$ cat src/rtl/hazard_fwd_unit_if.sv
`default_nettype none
// ============================================================================
// Module      : hazard_fwd_unit_if
// Description : ID-stage operand, producer-stage and bypass/stall signal
//               bundle between the pipeline and the hazard/forwarding unit.
// Revision    : 1.0 - initial release
// ============================================================================
interface hazard_fwd_unit_if #(
    parameter int NUM_SRC    = 2,
    parameter int FWD_STAGES = 3,
    parameter int AW         = 5,
    parameter int CW         = 16,
    parameter int SW         = $clog2(FWD_STAGES + 2)
);
    logic                       id_valid;
    logic [NUM_SRC*AW-1:0]      id_src_addr;
    logic [NUM_SRC-1:0]         id_src_used;
    logic                       id_wen;
    logic [AW-1:0]              id_waddr;
    logic                       id_md_req;
    logic [FWD_STAGES-1:0]      stage_wen;
    logic [FWD_STAGES*AW-1:0]   stage_waddr;
    logic [FWD_STAGES-1:0]      stage_ready;
    logic                       stall_clr;

    logic [NUM_SRC*SW-1:0]      fwd_sel;
    logic                       stall;
    logic                       md_busy;
    logic                       md_wb_valid;
    logic [AW-1:0]              md_wb_waddr;
    logic [CW-1:0]              stall_cnt;

    modport master (
        output id_valid, id_src_addr, id_src_used, id_wen, id_waddr, id_md_req,
        output stage_wen, stage_waddr, stage_ready, stall_clr,
        input  fwd_sel, stall, md_busy, md_wb_valid, md_wb_waddr, stall_cnt
    );

    modport slave (
        input  id_valid, id_src_addr, id_src_used, id_wen, id_waddr, id_md_req,
        input  stage_wen, stage_waddr, stage_ready, stall_clr,
        output fwd_sel, stall, md_busy, md_wb_valid, md_wb_waddr, stall_cnt
    );
endinterface
`default_nettype wire

$ cat src/rtl/hazard_fwd_unit.sv
`default_nettype none
// ============================================================================
// Module      : hazard_fwd_unit
// Description : N-operand / M-stage bypass select, load-use and mul/div
//               scoreboard stall generation, with a saturating stall counter.
// Revision    : 1.0 - initial release
// ============================================================================
module hazard_fwd_unit #(
    parameter int NUM_SRC    = 2,
    parameter int FWD_STAGES = 3,
    parameter int AW         = 5,
    parameter int MD_LAT     = 4,
    parameter int CW         = 16
) (
    input  wire logic           clk,
    input  wire logic           resetn,
    hazard_fwd_unit_if.slave    bus
);
    localparam int               c_SW        = $clog2(FWD_STAGES + 2);
    localparam int               c_CNT_W     = 4;
    localparam logic [c_CNT_W-1:0] c_MD_LAT  = c_CNT_W'(MD_LAT);
    localparam logic [c_CNT_W-1:0] c_CNT_ONE = c_CNT_W'(1);
    localparam logic [c_SW-1:0]  c_SEL_MD    = c_SW'(FWD_STAGES + 1);
    localparam logic [CW-1:0]    c_STALL_MAX = '1;

    logic                              r_busy;
    logic [c_CNT_W-1:0]                r_cnt;
    logic [AW-1:0]                     r_md_waddr;
    logic [CW-1:0]                     r_stall_cnt;

    logic [NUM_SRC-1:0][FWD_STAGES-1:0] w_hit;
    logic [NUM_SRC-1:0]                w_md_hit;
    logic [NUM_SRC-1:0]                w_sb_hit;
    logic [NUM_SRC*c_SW-1:0]           w_fwd_sel;
    logic                              w_found;
    logic                              w_data_stall;
    logic                              w_md_pending;
    logic                              w_md_last;
    logic                              w_md_waddr_nz;
    logic                              w_waw_stall;
    logic                              w_struct_stall;
    logic                              w_stall;
    logic                              w_issue;

    assign w_md_pending  = r_busy && (r_cnt > c_CNT_ONE);
    assign w_md_last     = r_busy && (r_cnt == c_CNT_ONE);
    assign w_md_waddr_nz = (r_md_waddr != '0);

    for (genvar i = 0; i < NUM_SRC; i++) begin : g_src
        logic [AW-1:0] w_src;
        assign w_src = bus.id_src_addr[i*AW +: AW];

        for (genvar k = 0; k < FWD_STAGES; k++) begin : g_stage
            assign w_hit[i][k] = bus.stage_wen[k]
                              && (bus.stage_waddr[k*AW +: AW] != '0)
                              && (bus.stage_waddr[k*AW +: AW] == w_src)
                              && bus.id_src_used[i];
        end

        // The md bus only carries a result in its write-back cycle.
        assign w_md_hit[i] = w_md_last && w_md_waddr_nz && (w_src == r_md_waddr);
        assign w_sb_hit[i] = w_md_pending && w_md_waddr_nz && bus.id_src_used[i]
                          && (w_src == r_md_waddr);
    end

    // Youngest producer wins; only the winner's readiness can stall.
    always_comb begin
        w_fwd_sel    = '0;
        w_data_stall = 1'b0;
        w_found      = 1'b0;
        for (int i = 0; i < NUM_SRC; i++) begin
            w_found = 1'b0;
            for (int k = 0; k < FWD_STAGES; k++) begin
                if (w_hit[i][k] && !w_found) begin
                    w_found = 1'b1;
                    w_fwd_sel[i*c_SW +: c_SW] = c_SW'(k + 1);
                    if (!bus.stage_ready[k]) begin
                        w_data_stall = 1'b1;
                    end
                end
            end
            if (!w_found && w_md_hit[i]) begin
                w_fwd_sel[i*c_SW +: c_SW] = c_SEL_MD;
            end
        end
    end

    assign w_waw_stall    = w_md_pending && bus.id_wen && (bus.id_waddr != '0)
                         && (bus.id_waddr == r_md_waddr);
    assign w_struct_stall = w_md_pending && bus.id_md_req;
    assign w_stall        = bus.id_valid
                         && (w_data_stall || (|w_sb_hit) || w_waw_stall || w_struct_stall);
    assign w_issue        = bus.id_valid && bus.id_md_req && !w_stall;

    always_ff @(posedge clk or negedge resetn) begin
        if (!resetn) begin
            r_busy      <= 1'b0;
            r_cnt       <= '0;
            r_md_waddr  <= '0;
            r_stall_cnt <= '0;
        end else begin
            // An issue in the write-back cycle reloads instead of retiring.
            if (w_issue) begin
                r_busy     <= 1'b1;
                r_cnt      <= c_MD_LAT;
                r_md_waddr <= bus.id_wen ? bus.id_waddr : '0;
            end else if (r_busy) begin
                r_cnt <= r_cnt - c_CNT_ONE;
                if (r_cnt == c_CNT_ONE) begin
                    r_busy <= 1'b0;
                end
            end

            if (bus.stall_clr) begin
                r_stall_cnt <= '0;
            end else if (w_stall && (r_stall_cnt != c_STALL_MAX)) begin
                r_stall_cnt <= r_stall_cnt + 1'b1;
            end
        end
    end

    assign bus.fwd_sel     = w_fwd_sel;
    assign bus.stall       = w_stall;
    assign bus.md_busy     = r_busy;
    assign bus.md_wb_valid = w_md_last;
    assign bus.md_wb_waddr = r_md_waddr;
    assign bus.stall_cnt   = r_stall_cnt;
endmodule
`default_nettype wire

$ cat src/flat_wrapper.sv
// flat-port wrapper written by rule: the top's interface ports become plain ports
module hazard_fwd_unit_flat 
#(
    parameter int NUM_SRC    = 2,
    parameter int FWD_STAGES = 3,
    parameter int AW         = 5,
    parameter int MD_LAT     = 4,
    parameter int CW         = 16
)
  (clk, resetn, bus_id_valid, bus_id_src_addr, bus_id_src_used, bus_id_wen, bus_id_waddr, bus_id_md_req, bus_stage_wen, bus_stage_waddr, bus_stage_ready, bus_stall_clr, bus_fwd_sel, bus_stall, bus_md_busy, bus_md_wb_valid, bus_md_wb_waddr, bus_stall_cnt);
  hazard_fwd_unit_if #(.NUM_SRC(NUM_SRC), .FWD_STAGES(FWD_STAGES), .AW(AW), .CW(CW), .SW((3))) bus_i ();
  input  wire logic clk;
  input  wire logic resetn;
  input wire logic [$bits(bus_i.id_valid)-1:0] bus_id_valid;
  input wire logic [$bits(bus_i.id_src_addr)-1:0] bus_id_src_addr;
  input wire logic [$bits(bus_i.id_src_used)-1:0] bus_id_src_used;
  input wire logic [$bits(bus_i.id_wen)-1:0] bus_id_wen;
  input wire logic [$bits(bus_i.id_waddr)-1:0] bus_id_waddr;
  input wire logic [$bits(bus_i.id_md_req)-1:0] bus_id_md_req;
  input wire logic [$bits(bus_i.stage_wen)-1:0] bus_stage_wen;
  input wire logic [$bits(bus_i.stage_waddr)-1:0] bus_stage_waddr;
  input wire logic [$bits(bus_i.stage_ready)-1:0] bus_stage_ready;
  input wire logic [$bits(bus_i.stall_clr)-1:0] bus_stall_clr;
  output wire logic [$bits(bus_i.fwd_sel)-1:0] bus_fwd_sel;
  output wire logic [$bits(bus_i.stall)-1:0] bus_stall;
  output wire logic [$bits(bus_i.md_busy)-1:0] bus_md_busy;
  output wire logic [$bits(bus_i.md_wb_valid)-1:0] bus_md_wb_valid;
  output wire logic [$bits(bus_i.md_wb_waddr)-1:0] bus_md_wb_waddr;
  output wire logic [$bits(bus_i.stall_cnt)-1:0] bus_stall_cnt;
  assign bus_i.id_valid = bus_id_valid;
  assign bus_i.id_src_addr = bus_id_src_addr;
  assign bus_i.id_src_used = bus_id_src_used;
  assign bus_i.id_wen = bus_id_wen;
  assign bus_i.id_waddr = bus_id_waddr;
  assign bus_i.id_md_req = bus_id_md_req;
  assign bus_i.stage_wen = bus_stage_wen;
  assign bus_i.stage_waddr = bus_stage_waddr;
  assign bus_i.stage_ready = bus_stage_ready;
  assign bus_i.stall_clr = bus_stall_clr;
  assign bus_fwd_sel = bus_i.fwd_sel;
  assign bus_stall = bus_i.stall;
  assign bus_md_busy = bus_i.md_busy;
  assign bus_md_wb_valid = bus_i.md_wb_valid;
  assign bus_md_wb_waddr = bus_i.md_wb_waddr;
  assign bus_stall_cnt = bus_i.stall_cnt;
  hazard_fwd_unit #(.NUM_SRC(NUM_SRC), .FWD_STAGES(FWD_STAGES), .AW(AW), .MD_LAT(MD_LAT), .CW(CW)) u_core (.clk(clk), .resetn(resetn), .bus(bus_i));
endmodule
$ cat config.mk
export PLATFORM = sky130hd
export DESIGN_NAME = hazard_fwd_unit_flat
export DESIGN_NICKNAME = d
export VERILOG_FILES = /design/src/rtl/hazard_fwd_unit_if.sv /design/src/rtl/hazard_fwd_unit.sv /design/src/flat_wrapper.sv
export SDC_FILE = /design/constraint.sdc
export NUM_CORES = 1
export LEC_CHECK = 0
export ABC_AREA = 0
export CAP_MARGIN = 40
export CORE_ASPECT_RATIO = 1.2
export CORE_MARGIN = 8
export CORE_UTILIZATION = 52
export CTS_BUF_LIST = sky130_fd_sc_hd__clkbuf_4 sky130_fd_sc_hd__clkbuf_8
export CTS_CLUSTER_DIAMETER = 40
export DETAILED_ROUTE_END_ITERATION = 7
export GPL_ROUTABILITY_DRIVEN = 0
export GPL_TIMING_DRIVEN = 0
export PLACE_DENSITY = 0.89
export REMOVE_ABC_BUFFERS = 1
export SETUP_SLACK_MARGIN = 0.1
export SYNTH_ARGS = -nofsm -noshare
export SYNTH_HDL_FRONTEND = slang
export SYNTH_SLANG_ARGS = --single-unit
$ cat constraint.sdc
create_clock -name clk -period 10.58 [get_ports clk]
set_clock_uncertainty 0.2 [all_clocks]
set_input_delay 2.116 -clock clk [delete_from_list [all_inputs] [get_ports clk]]
set_output_delay 2.116 -clock clk [all_outputs]
set_load 0.01 [all_outputs]
==> flow_summary.toml <==
[setup_path]
worstSetupPathType = "input port to output port"
crit_path_end_kind = "output port"
arrival_ns = 5.14
cp.required_ns = 8.26
critPathTopFamily = "buffers and inverters"
critPathMaxStageDelay_ns = 0.71
start_kind = "input port"
path_max_fanout = 25
worstPathCellList = "clkdlybuf4s50_1 > xnor2_1 > nand4_1 > nor4_1 > nor2_1 > o221a_2 > and2_1 > buf_8 > nor2_1 > clkdlybuf4s50_1"
slowest_stage = "nor4_1"
cp_num_buf_inv = 3

[timing]
slew_headroom = 0.3778
finalHoldViolCount = 0
rsz0062_at_grt = "no"
worst_pin_slew_ns = 0.9247
finalCriticalPeriod_ns = 7.458
finalSetupViolCount = 0
fmax_mhz = 134.1
period_share = 0.7049
fin_tns_setup_ns = 0
slew_violations = 0

[layout]
drive_gt1_frac = 0.06116
final_area_um2 = 3059
antennaDiodeCount = 0
area_growth_pct = 36.14
mostFrequentLayoutCell = "clkdlybuf4s50_1"
instances_no_fill = 383
layout_common_cells = "73 x clkdlybuf4s50_1, 29 x nand2_1, 26 x dfrtp_1"
num-nets-final = 375
final_util = 0.7290

[flow_run]
max-cap-violations = 0

[power_and_ir_drop]
peakVddDrop_v = 0.00007965
total_power_uw = 414.3
cellLeakagePower_uw = 0.001159
power_density_nw_per_um2 = 135.4

[synth]
synth.avg_cell_area_um2 = 8.480
synth_edf_count = 0
synth_cell_type_count = 43
synth_ff_type = "dfrtp_1"
syn_area_um2 = 2247
netlist_instances = 265
synthArstFlopShare = 1.000
yosys_warnings = 0
ys_ff_latch = 26
yosysSeqAreaShare = 0.2895

[global_routing]
grt-ovfl-total = 0
top_usage_layer = "met2"
grt_pass1_wl_um = 10440
antenna_found_initial = 0
first_global_vias = 2225
use_met3 = 0.04825
use_met1 = 0.2053
grt_max_degree = 26
grtUsageTotal = 0.1859
globalRouteMet2Util = 0.3448

[placement]
dp.cells = 379
portBuffers = 73
place_area_um2 = 2988
place.detailed.hpwl_um = 4945

[clocking]
insertion_delay_ns = 0.27
cts_buffer_depth = 2
htreeDepth = 1
cts_setup_buffers = 0
root_buffer = "clkbuf_8"
clock_sinks = 26
postCtsHoldBufs = 0
cts_buffers = 3
cts_tree = "built"
cts_resized = 0
clk_pin_slew_worst_paths_ns = 0.09

[detailed_routing]
firstDrtPassIters = 4
wl_per_cell_um = 16.15
antenna_left = 0
drt_iter0_markers = 183
vias = 2195
totalWireLength_um = 6185
routed_via_density = 5.731
post-route-drc-count = 0

[floorplan]
die_h_um = 88.01
coreArea_um2 = 4197
initial_utilization = 0.5355
rows = 26
io_pins = 74
die_w_um = 76.01
dieArea_um2 = 6690

[hold_path]
hp-class = "flop to flop"

[status]
outcome = "finished, final reports clean"
-- cells in the mapped netlist (2+ instances only) --
| master | n | area (µm²) |
|---|---|---|
| nor2_1 | 19 | 71.32 |
| dfrtp_1 | 26 | 650.6 |
| or2_2 | 4 | 25.02 |
| o21ai_0 | 5 | 25.02 |
| nand4_1 | 10 | 62.56 |
| or4b_2 | 2 | 20.02 |
| nor4_1 | 8 | 50.05 |
| nor2b_1 | 6 | 37.54 |
| nand2b_1 | 3 | 18.77 |
| xnor2_1 | 23 | 201.4 |
| a211oi_1 | 2 | 15.01 |
| or3_1 | 6 | 37.54 |
| buf_2 | 2 | 10.01 |
| or4_1 | 8 | 60.06 |
| inv_1 | 9 | 33.78 |
| mux2_1 | 4 | 45.04 |
| o31ai_1 | 6 | 45.04 |
| nor3_1 | 4 | 20.02 |
| nor4_4 | 3 | 63.81 |
| xor2_1 | 24 | 210.2 |
| nor4_2 | 2 | 25.02 |
| a21oi_1 | 12 | 60.06 |
| mux2i_1 | 6 | 60.06 |
| buf_1 | 2 | 7.510 |
| ha_1 | 3 | 37.54 |
| nand3_1 | 8 | 40.04 |
| clkbuf_1 | 11 | 41.29 |
| and3_1 | 4 | 25.02 |
| nand2_1 | 29 | 108.9 |
-- power breakdown --
group | internal (µW) | leakage, µW | switching, µW | total [µW]
Clock | 50.6 | 0.0000357 | 31.9 | 82.6
Sequential | 118 | 0.000345 | 32.4 | 150
Combinational | 92.7 | 0.000779 | 88.8 | 181
-- logic make-up after synthesis --
kind of cell / share of synthesized area
adders and majority gates: 0.01671
AOI/OAI and AO/OA: 0.08909
xor gates and xnor gates: 0.1832
DFF: 0.2895
and+or+nand+nor: 0.3146
muxes: 0.05178
buffers and inverters: 0.05512
-- routing by layer --
metal  routed length (µm)  vias up  part of all wire
met5                    0        -                 0
met4                   68        0             0.011
met3                  400        6             0.065
met2                 3243       77              0.52
met1                 2472     1053              0.40
li1                     -     1059                 -
-- cell type report --
class,count,area [µm²]
multi-input cells,213,1473
fillers,314,1137
repair buffers,75,760.7
flip-flops and latches,26,650.6
well taps,56,70.07
clock buffers,3,41.29
inverters,9,33.78
clock inverters,1,30.03
-- through the flow --
step	setup WS (ns)	hold WS, ns
2_1_floorplan	4.100	0.3055
3_3_place_gp	2.804	0.3292
3_5_place_dp	3.154	0.3276
4_1_cts	3.154	0.3541
5_1_grt	2.954	0.3883
6_report	3.122	0.3551
-- sequential cells by signal, summed over array words and instances (netlist names) --
| register | cells |
|---|---|
| u_core.bus.stall_cnt | 16 |
| u_core.bus.md_wb_waddr | 5 |
| u_core.r_cnt | 4 |
| u_core.bus.md_busy | 1 |
-- worst min-delay path, stage by stage, from the launching register on --
cell and delay (ns):
dfrtp_1 0.39, xor2_1 0.08, nand2_1 0.06
-- path summary, 6_finish.rpt --
check	startpoint	to	slack, ns	depth (start not counted)
worst max-delay path	bus_id_src_addr[1]	bus_stall	3.12	10
min in group asynchronous	resetn	u_core.r_cnt[3]	1.93	1
worst min register to register	u_core.r_cnt[2]	u_core.r_cnt[2]	0.36	2
worst max register to register	u_core.bus.md_wb_waddr[3]	u_core.bus.stall_cnt[12]	7.45	9
max in group asynchronous	resetn	u_core.bus.stall_cnt[0]	7.79	2
worst min-delay path	u_core.r_cnt[2]	u_core.r_cnt[2]	0.36	2
No activity file was read; power rests on OpenSTA's default activity.
